**src/rtl/uart_tx_frame_if.sv**
```systemverilog
// ---------------------------------------------------------------------------
// uart_tx_frame_if
// Payload handshake between the UART FIFO / bus bridge and the transmit
// engine. A transfer happens on a rising clk edge where din_valid and
// din_ready are both high.
//
//   din        payload, LSB is sent first on the line
//   din_valid  producer has a payload ready
//   din_ready  transmit engine can take the payload this cycle
//
// master : payload producer (FIFO / bridge / testbench)
// slave  : uart_tx_frame
// ---------------------------------------------------------------------------
interface uart_tx_frame_if #(
  parameter int DATA_BITS = 8
);
  logic [DATA_BITS-1:0] din;
  logic                 din_valid;
  logic                 din_ready;

  modport master (
    output din,
    output din_valid,
    input  din_ready
  );

  modport slave (
    input  din,
    input  din_valid,
    output din_ready
  );
endinterface

```
**src/rtl/uart_tx_frame.sv**
```systemverilog
// ---------------------------------------------------------------------------
// uart_tx_frame
// Parametrised UART transmit engine: start bit, DATA_BITS data bits (LSB
// first), optional even/odd parity bit, one or two stop bits. Each bit lasts
// 'baud' clk cycles, counted internally. Frames can be streamed with no idle
// gap: a new payload may be accepted in the last cycle of the final stop bit.
//
// Ports
//   clk          system clock, rising edge
//   rst_n        asynchronous active-low reset
//   sel          block enable, gates acceptance of new frames only
//   baud         clk cycles per bit (latched on accept)
//   parity_mode  00 none, 01 even, 10 odd, 11 none (latched on accept)
//   stop2        1 = two stop bits, 0 = one (latched on accept)
//   up           payload handshake (din / din_valid / din_ready)
//   tx           serial line, idle high, registered
//   tx_busy      frame in progress, registered
//   done         one-cycle pulse in the last cycle of the final stop bit
//   cfg_err      baud below MIN_BAUD, combinational
// ---------------------------------------------------------------------------
module uart_tx_frame #(
  parameter int DATA_BITS = 8,
  parameter int BAUD_W    = 20,
  parameter int MIN_BAUD  = 15
) (
  input  logic              clk,
  input  logic              rst_n,
  input  logic              sel,
  input  logic [BAUD_W-1:0] baud,
  input  logic [1:0]        parity_mode,
  input  logic              stop2,
  uart_tx_frame_if.slave    up,
  output logic              tx,
  output logic              tx_busy,
  output logic              done,
  output logic              cfg_err
);

  localparam int IDX_W = (DATA_BITS > 1) ? $clog2(DATA_BITS) : 1;

  localparam logic [BAUD_W-1:0] CNT_ZERO   = {BAUD_W{1'b0}};
  localparam logic [BAUD_W-1:0] CNT_ONE    = BAUD_W'(1);
  localparam logic [BAUD_W-1:0] MIN_BAUD_V = BAUD_W'(MIN_BAUD);
  localparam logic [IDX_W-1:0]  IDX_ZERO   = {IDX_W{1'b0}};
  localparam logic [IDX_W-1:0]  IDX_ONE    = IDX_W'(1);
  localparam logic [IDX_W-1:0]  IDX_LAST   = IDX_W'(DATA_BITS - 1);

  typedef enum logic [2:0] {
    S_IDLE   = 3'd0,
    S_START  = 3'd1,
    S_DATA   = 3'd2,
    S_PARITY = 3'd3,
    S_STOP   = 3'd4
  } state_t;

  // Parity bit for a payload: even = XOR of data, odd = inverted XOR.
  function automatic logic calc_parity(input logic [DATA_BITS-1:0] data,
                                       input logic [1:0]           mode);
    calc_parity = (^data) ^ (mode == 2'b10);
  endfunction

  // Only 01 and 10 insert a parity bit; 00 and 11 both mean none.
  function automatic logic parity_on(input logic [1:0] mode);
    parity_on = (mode == 2'b01) || (mode == 2'b10);
  endfunction

  state_t               state_q,    state_d;
  logic [BAUD_W-1:0]    cnt_q,      cnt_d;
  logic [IDX_W-1:0]     idx_q,      idx_d;
  logic                 stop_idx_q, stop_idx_d;
  logic [DATA_BITS-1:0] data_q,     data_d;
  logic                 par_q,      par_d;
  logic [BAUD_W-1:0]    baud_q,     baud_d;
  logic [1:0]           pmode_q,    pmode_d;
  logic                 stop2_q,    stop2_d;
  logic                 tx_q,       tx_d;
  logic                 busy_q,     busy_d;
  logic                 done_q,     done_d;

  logic                 last_stop_s;
  logic                 accept_s;

  // Configuration check, independent of state.
  assign cfg_err = (baud < MIN_BAUD_V);

  // Last cycle of the final stop bit: the only in-frame slot for a new accept.
  assign last_stop_s = (state_q == S_STOP) && (cnt_q == CNT_ZERO) &&
                       (stop_idx_q == stop2_q);

  // Ready is qualified by rst_n so it drops immediately during reset.
  assign up.din_ready = rst_n & sel & ~cfg_err &
                        ((state_q == S_IDLE) | last_stop_s);

  assign accept_s = up.din_valid & up.din_ready;

  assign tx      = tx_q;
  assign tx_busy = busy_q;
  assign done    = done_q;

  // Next-state, counters, payload latch and next registered outputs.
  always_comb begin
    state_d    = state_q;
    cnt_d      = cnt_q;
    idx_d      = idx_q;
    stop_idx_d = stop_idx_q;
    // Accept only happens in IDLE or the last stop cycle, so the latch
    // never collides with the DATA-state shift below.
    data_d     = accept_s ? up.din : data_q;
    par_d      = accept_s ? calc_parity(up.din, parity_mode) : par_q;
    baud_d     = accept_s ? baud : baud_q;
    pmode_d    = accept_s ? parity_mode : pmode_q;
    stop2_d    = accept_s ? stop2 : stop2_q;

    case (state_q)
      S_IDLE: begin
        if (accept_s) begin
          state_d    = S_START;
          cnt_d      = baud - CNT_ONE;
          idx_d      = IDX_ZERO;
          stop_idx_d = 1'b0;
        end else begin
          state_d    = S_IDLE;
        end
      end

      S_START: begin
        if (cnt_q == CNT_ZERO) begin
          state_d = S_DATA;
          cnt_d   = baud_q - CNT_ONE;
          idx_d   = IDX_ZERO;
        end else begin
          cnt_d   = cnt_q - CNT_ONE;
        end
      end

      S_DATA: begin
        if (cnt_q == CNT_ZERO) begin
          cnt_d = baud_q - CNT_ONE;
          if (idx_q == IDX_LAST) begin
            idx_d      = IDX_ZERO;
            stop_idx_d = 1'b0;
            if (parity_on(pmode_q)) begin
              state_d = S_PARITY;
            end else begin
              state_d = S_STOP;
            end
          end else begin
            // Shift so the current data bit is always data_q[0].
            idx_d  = idx_q + IDX_ONE;
            data_d = data_q >> 1;
          end
        end else begin
          cnt_d = cnt_q - CNT_ONE;
        end
      end

      S_PARITY: begin
        if (cnt_q == CNT_ZERO) begin
          state_d    = S_STOP;
          cnt_d      = baud_q - CNT_ONE;
          stop_idx_d = 1'b0;
        end else begin
          cnt_d      = cnt_q - CNT_ONE;
        end
      end

      S_STOP: begin
        if (cnt_q == CNT_ZERO) begin
          if (stop_idx_q == stop2_q) begin
            stop_idx_d = 1'b0;
            if (accept_s) begin
              // Back-to-back: next start bit follows with no idle cycle.
              state_d = S_START;
              cnt_d   = baud - CNT_ONE;
              idx_d   = IDX_ZERO;
            end else begin
              state_d = S_IDLE;
              cnt_d   = CNT_ZERO;
            end
          end else begin
            stop_idx_d = 1'b1;
            cnt_d      = baud_q - CNT_ONE;
          end
        end else begin
          cnt_d = cnt_q - CNT_ONE;
        end
      end

      default: begin
        state_d    = S_IDLE;
        cnt_d      = CNT_ZERO;
        idx_d      = IDX_ZERO;
        stop_idx_d = 1'b0;
      end
    endcase

    // Outputs are computed from the next state so tx/tx_busy/done can be
    // registered without adding a cycle of latency.
    case (state_d)
      S_IDLE:   tx_d = 1'b1;
      S_START:  tx_d = 1'b0;
      S_DATA:   tx_d = data_d[0];
      S_PARITY: tx_d = par_d;
      S_STOP:   tx_d = 1'b1;
      default:  tx_d = 1'b1;
    endcase

    busy_d = (state_d != S_IDLE);
    done_d = (state_d == S_STOP) && (cnt_d == CNT_ZERO) &&
             (stop_idx_d == stop2_d);
  end

  // State, counters, latched frame settings and registered outputs.
  always_ff @(posedge clk or negedge rst_n) begin
    if (!rst_n) begin
      state_q    <= S_IDLE;
      cnt_q      <= CNT_ZERO;
      idx_q      <= IDX_ZERO;
      stop_idx_q <= 1'b0;
      data_q     <= {DATA_BITS{1'b0}};
      par_q      <= 1'b0;
      baud_q     <= CNT_ZERO;
      pmode_q    <= 2'b00;
      stop2_q    <= 1'b0;
      tx_q       <= 1'b1;
      busy_q     <= 1'b0;
      done_q     <= 1'b0;
    end else begin
      state_q    <= state_d;
      cnt_q      <= cnt_d;
      idx_q      <= idx_d;
      stop_idx_q <= stop_idx_d;
      data_q     <= data_d;
      par_q      <= par_d;
      baud_q     <= baud_d;
      pmode_q    <= pmode_d;
      stop2_q    <= stop2_d;
      tx_q       <= tx_d;
      busy_q     <= busy_d;
      done_q     <= done_d;
    end
  end

endmodule

```
**src/flat_wrapper.sv**
```systemverilog
// flat-port wrapper written by rule: the top's interface ports become plain ports
module uart_tx_frame_flat 
#(
  parameter int DATA_BITS = 8,
  parameter int BAUD_W    = 20,
  parameter int MIN_BAUD  = 15
)
  (clk, rst_n, sel, baud, parity_mode, stop2, tx, tx_busy, done, cfg_err, up_din, up_din_valid, up_din_ready);
  uart_tx_frame_if #(.DATA_BITS(DATA_BITS)) up_i ();
  input  logic clk;
  input  logic rst_n;
  input  logic sel;
  input  logic [BAUD_W-1:0] baud;
  input  logic [1:0] parity_mode;
  input  logic stop2;
  output logic tx;
  output logic tx_busy;
  output logic done;
  output logic cfg_err;
  input wire logic [$bits(up_i.din)-1:0] up_din;
  input wire logic [$bits(up_i.din_valid)-1:0] up_din_valid;
  output wire logic [$bits(up_i.din_ready)-1:0] up_din_ready;
  assign up_i.din = up_din;
  assign up_i.din_valid = up_din_valid;
  assign up_din_ready = up_i.din_ready;
  uart_tx_frame #(.DATA_BITS(DATA_BITS), .BAUD_W(BAUD_W), .MIN_BAUD(MIN_BAUD)) u_core (.clk(clk), .rst_n(rst_n), .sel(sel), .baud(baud), .parity_mode(parity_mode), .stop2(stop2), .up(up_i), .tx(tx), .tx_busy(tx_busy), .done(done), .cfg_err(cfg_err));
endmodule
```
**config.mk**
```make
export PLATFORM = sky130hd
export DESIGN_NAME = uart_tx_frame_flat
export DESIGN_NICKNAME = d
export VERILOG_FILES = /design/src/rtl/uart_tx_frame_if.sv /design/src/rtl/uart_tx_frame.sv /design/src/flat_wrapper.sv
export SDC_FILE = /design/constraint.sdc
export NUM_CORES = 1
export LEC_CHECK = 0
export CORE_ASPECT_RATIO = 0.5
export CORE_MARGIN = 4
export CORE_UTILIZATION = 45
export DETAILED_ROUTE_END_ITERATION = 16
export DONT_BUFFER_PORTS = 1
export MAX_ROUTING_LAYER = met4
export PLACE_DENSITY = 0.68
export SYNTH_ARGS = -nofsm -noshare
export SYNTH_HDL_FRONTEND = slang
export SYNTH_SLANG_ARGS = --single-unit
export TNS_END_PERCENT = 10
```
**constraint.sdc**
```tcl
create_clock -name clk -period 4.2 [get_ports clk]
set_input_delay 0.84 -clock clk [delete_from_list [all_inputs] [get_ports clk]]
set_output_delay 0.84 -clock clk [all_outputs]
set_load 0.005 [all_outputs]
```
==> flow_metrics.env <==
export IMPL_finalMaxSlewViolations=0
export IMPL_period_share_pct=91.82
export IMPL_htree_levels=3
export IMPL_core_um2=9572
export IMPL_r2r_cells=8
export IMPL_wire_per_inst_um=20.43
export IMPL_p_per_area_nw_per_um2=307.6
export IMPL_stdcell_count=631
export IMPL_nets=533
export IMPL_tightest_slew_ns=0.7800
export IMPL_cts_buffer_depth=2
export IMPL_crit_path_max_fanout=7
export IMPL_cts_sinks=62
export IMPL_tns_ns=0
export IMPL_synthesis_area_um2=4471
export IMPL_gp_congestion=0.9412
export IMPL_seq_area_frac_synth_pct=34.73
export IMPL_portBuffers=0
export IMPL_relSlewSlack_pct=47.60
export IMPL_drc=0
export IMPL_rsz0062_at_grt="no"
export IMPL_regArea_um2=1553
export IMPL_cts_resized_gates=0
export IMPL_grt_first_pass_wirelength_mm=20.56
export IMPL_antenna_cells=0
export IMPL_crit_required_ns=4.43
export IMPL_max_freq_ghz=0.2593
export IMPL_critPathKind="register to register"
export IMPL_cts_root_buffer="clkbuf_16"
export IMPL_drv_cap=0
export IMPL_ys_async_sr_fraction_pct=100.0
export IMPL_wl_mm=12.89
export IMPL_vias=3892
export IMPL_syn2layout_area_growth_pct=9.180
export IMPL_drt_pre_antenna_iters=6
export IMPL_yosys_warnings=0
export IMPL_min_period_ns=3.856
export IMPL_reg2reg_slack_ns=0.34
export IMPL_post_dp_hpwl_mm=9.662
export IMPL_skew_ns=0.005238
export IMPL_io_pins=40
export IMPL_drive_gt1_share_pct=12.50
export IMPL_multiInputGateArea_um2=2718
export IMPL_grt_max_degree=65
export IMPL_grt_ovfl_total=0
export IMPL_via_per_inst=6.168
export IMPL_initial_core_util_pct=46.71
export IMPL_cts_tree="built"
export IMPL_reg2reg_from="u_core.cnt_q[6]"
export IMPL_ys_flop_type="dfrtp_1"
export IMPL_placed_cells=615
export IMPL_die_w_um=149.0
export IMPL_cts_setup_buffers=0
export IMPL_drt_iter0_drc=370
export IMPL_synth_seq_cells=62
export IMPL_fp_dieH_um=78.48
export IMPL_hp_class="primary input to async pin"
export IMPL_peakVddDrop_uv=211.3
export IMPL_grtUsageTotal_pct=23.50
export IMPL_synth_edff_count=0
export IMPL_status="finished, final reports clean"
export IMPL_setup_violations_final=0
export IMPL_grt_pass1_vias=3736
export IMPL_p_leak_nw=1.973
export IMPL_path_clk_slew_ns=0.06
export IMPL_synth_cells=497
export IMPL_p_total_w=0.001501
export IMPL_hold_viol_final=0
export IMPL_worstPathArrival_ns=4.09
export IMPL_endpoint_kind="register"
export IMPL_fp_row_count=25
export IMPL_clock_latency_ns=0.34
export IMPL_antenna_left=0
export IMPL_r2r_end="u_core.done"
export IMPL_antenna_found_initial=0
export IMPL_dieArea_um2=11690
export IMPL_synth_cell_types=69
export IMPL_numCtsBuffers=9
export IMPL_syn_nets=539
export IMPL_cts_hold_buf=0
export IMPL_synth_area_per_cell_um2=8.995
export IMPL_worstSetupStartpointType="register"
export IMPL_fill_cells=937
## synthesized netlist by cell type, types with 5 or more instances
cell type	count	area [um^2]
dfrtp_1	61	1526
nor2_1	44	165.2
nand2_1	35	131.4
xnor2_1	31	271.5
a21oi_1	25	125.1
o21ai_0	23	115.1
xor2_1	22	192.7
nor4_1	19	118.9
clkbuf_1	17	63.81
or4_1	15	112.6
inv_1	14	52.55
nand3_1	14	70.07
mux2_1	11	123.9
mux2i_1	11	110.1
nor3_1	11	55.05
or3_1	10	62.56
mux2_2	9	101.4
buf_2	8	40.04
o211ai_1	8	60.06
ha_1	7	87.58
o31ai_1	7	52.55
or2_2	6	37.54
a31oi_1	5	31.28
## state kept, by name (all words and copies together) (netlist names)
name	count
u_core.pmode_q	2
u_core.done	1
u_core.tx	1
u_core.data_q	8
u_core.state_q	3
u_core.par_q	1
u_core.baud_q	20
u_core.tx_busy	1
u_core.idx_q	3
u_core.cnt_q	20
u_core.stop2_q	1
u_core.stop_idx_q	1
## stage by stage
step           hold WS (ns)  utilization (%)  area (um^2)  setup slack (ns)
2_1_floorplan        0.4607                -         4471            0.6049
3_3_place_gp         0.4880            47.95         4589            0.4281
3_5_place_dp         0.5062            47.95         4589            0.3510
4_1_cts              0.1825            50.99         4881            0.5403
5_1_grt              0.1836            50.99         4881            0.1635
6_report             0.1932            50.99         4881            0.3437
## cell type report
class / count / area share, %
inverter: 14 / 1.077
clock buffer: 10 / 4.691
tap: 135 / 3.461
timing repair buffer: 13 / 1.999
clock inverter: 6 / 1.282
sequential: 62 / 31.81
multi-input combinational: 391 / 55.68
## routing by layer
layer  routed length, um  vias up  GRT usage, %
li1                    -     1825             -
met1                5947     1893         33.17
met2                5648      152         33.93
met3                1046       22         5.075
met4                 250        0         6.941
met5                   0        -             -
## how the worst max path moves through the flow
stage,end,start
global route,u_core.done,u_core.cnt_q[6]
global placement,u_core.done,baud[18]
detailed placement,u_core.done,baud[18]
CTS,u_core.done,u_core.cnt_q[6]
finish,u_core.done,u_core.cnt_q[6]
floorplan,u_core.done,baud[7]
## placed cells by master, fill, tap and decap left out, types with 5 or more instances in the layout
master	instances
mux2i_1	11
xor2_1	22
nand2_1	35
mux2_1	11
dfrtp_1	61
o211ai_1	8
clkbuf_16	9
or2_2	6
nor3_1	11
a31oi_1	5
or3_1	10
o21ai_0	23
nand3_1	13
or4_1	15
a21oi_1	25
o31ai_1	7
ha_1	7
nor4_1	19
inv_1	14
buf_4	13
nor2_1	44
mux2_2	9
xnor2_1	31
## kinds of logic (layout without fill, tap and decap cells)
family | after synthesis | after routing | share of synthesized area [%]
AO/OA/AOI/OAI | 112 | 112 | 17.07
XOR/XNOR | 53 | 53 | 10.38
adder cells (fa/ha/maj) | 7 | 7 | 1.959
buffers and inverters | 44 | 43 | 4.590
flip-flops | 62 | 62 | 34.73
multiplexers | 32 | 32 | 7.837
AND/OR/NAND/NOR | 187 | 187 | 23.43
## report_power, final
part | internal, W | switching [W]
combinational | 0.0000576 | 0.0000593
sequential | 0.000620 | 0.0000287
clock | 0.000457 | 0.000279
## critical path, cell delays in order (launching register included)
cell and delay (ns):
dfrtp_1 0.42, or4_1 0.55, buf_4 0.18, nor3_1 0.64
a31oi_1 0.43, a221o_1 0.45, nand4bb_1 0.29, or4_1 0.48
nor4_2 0.31
Note: power is estimated with default switching activity, not from simulation.
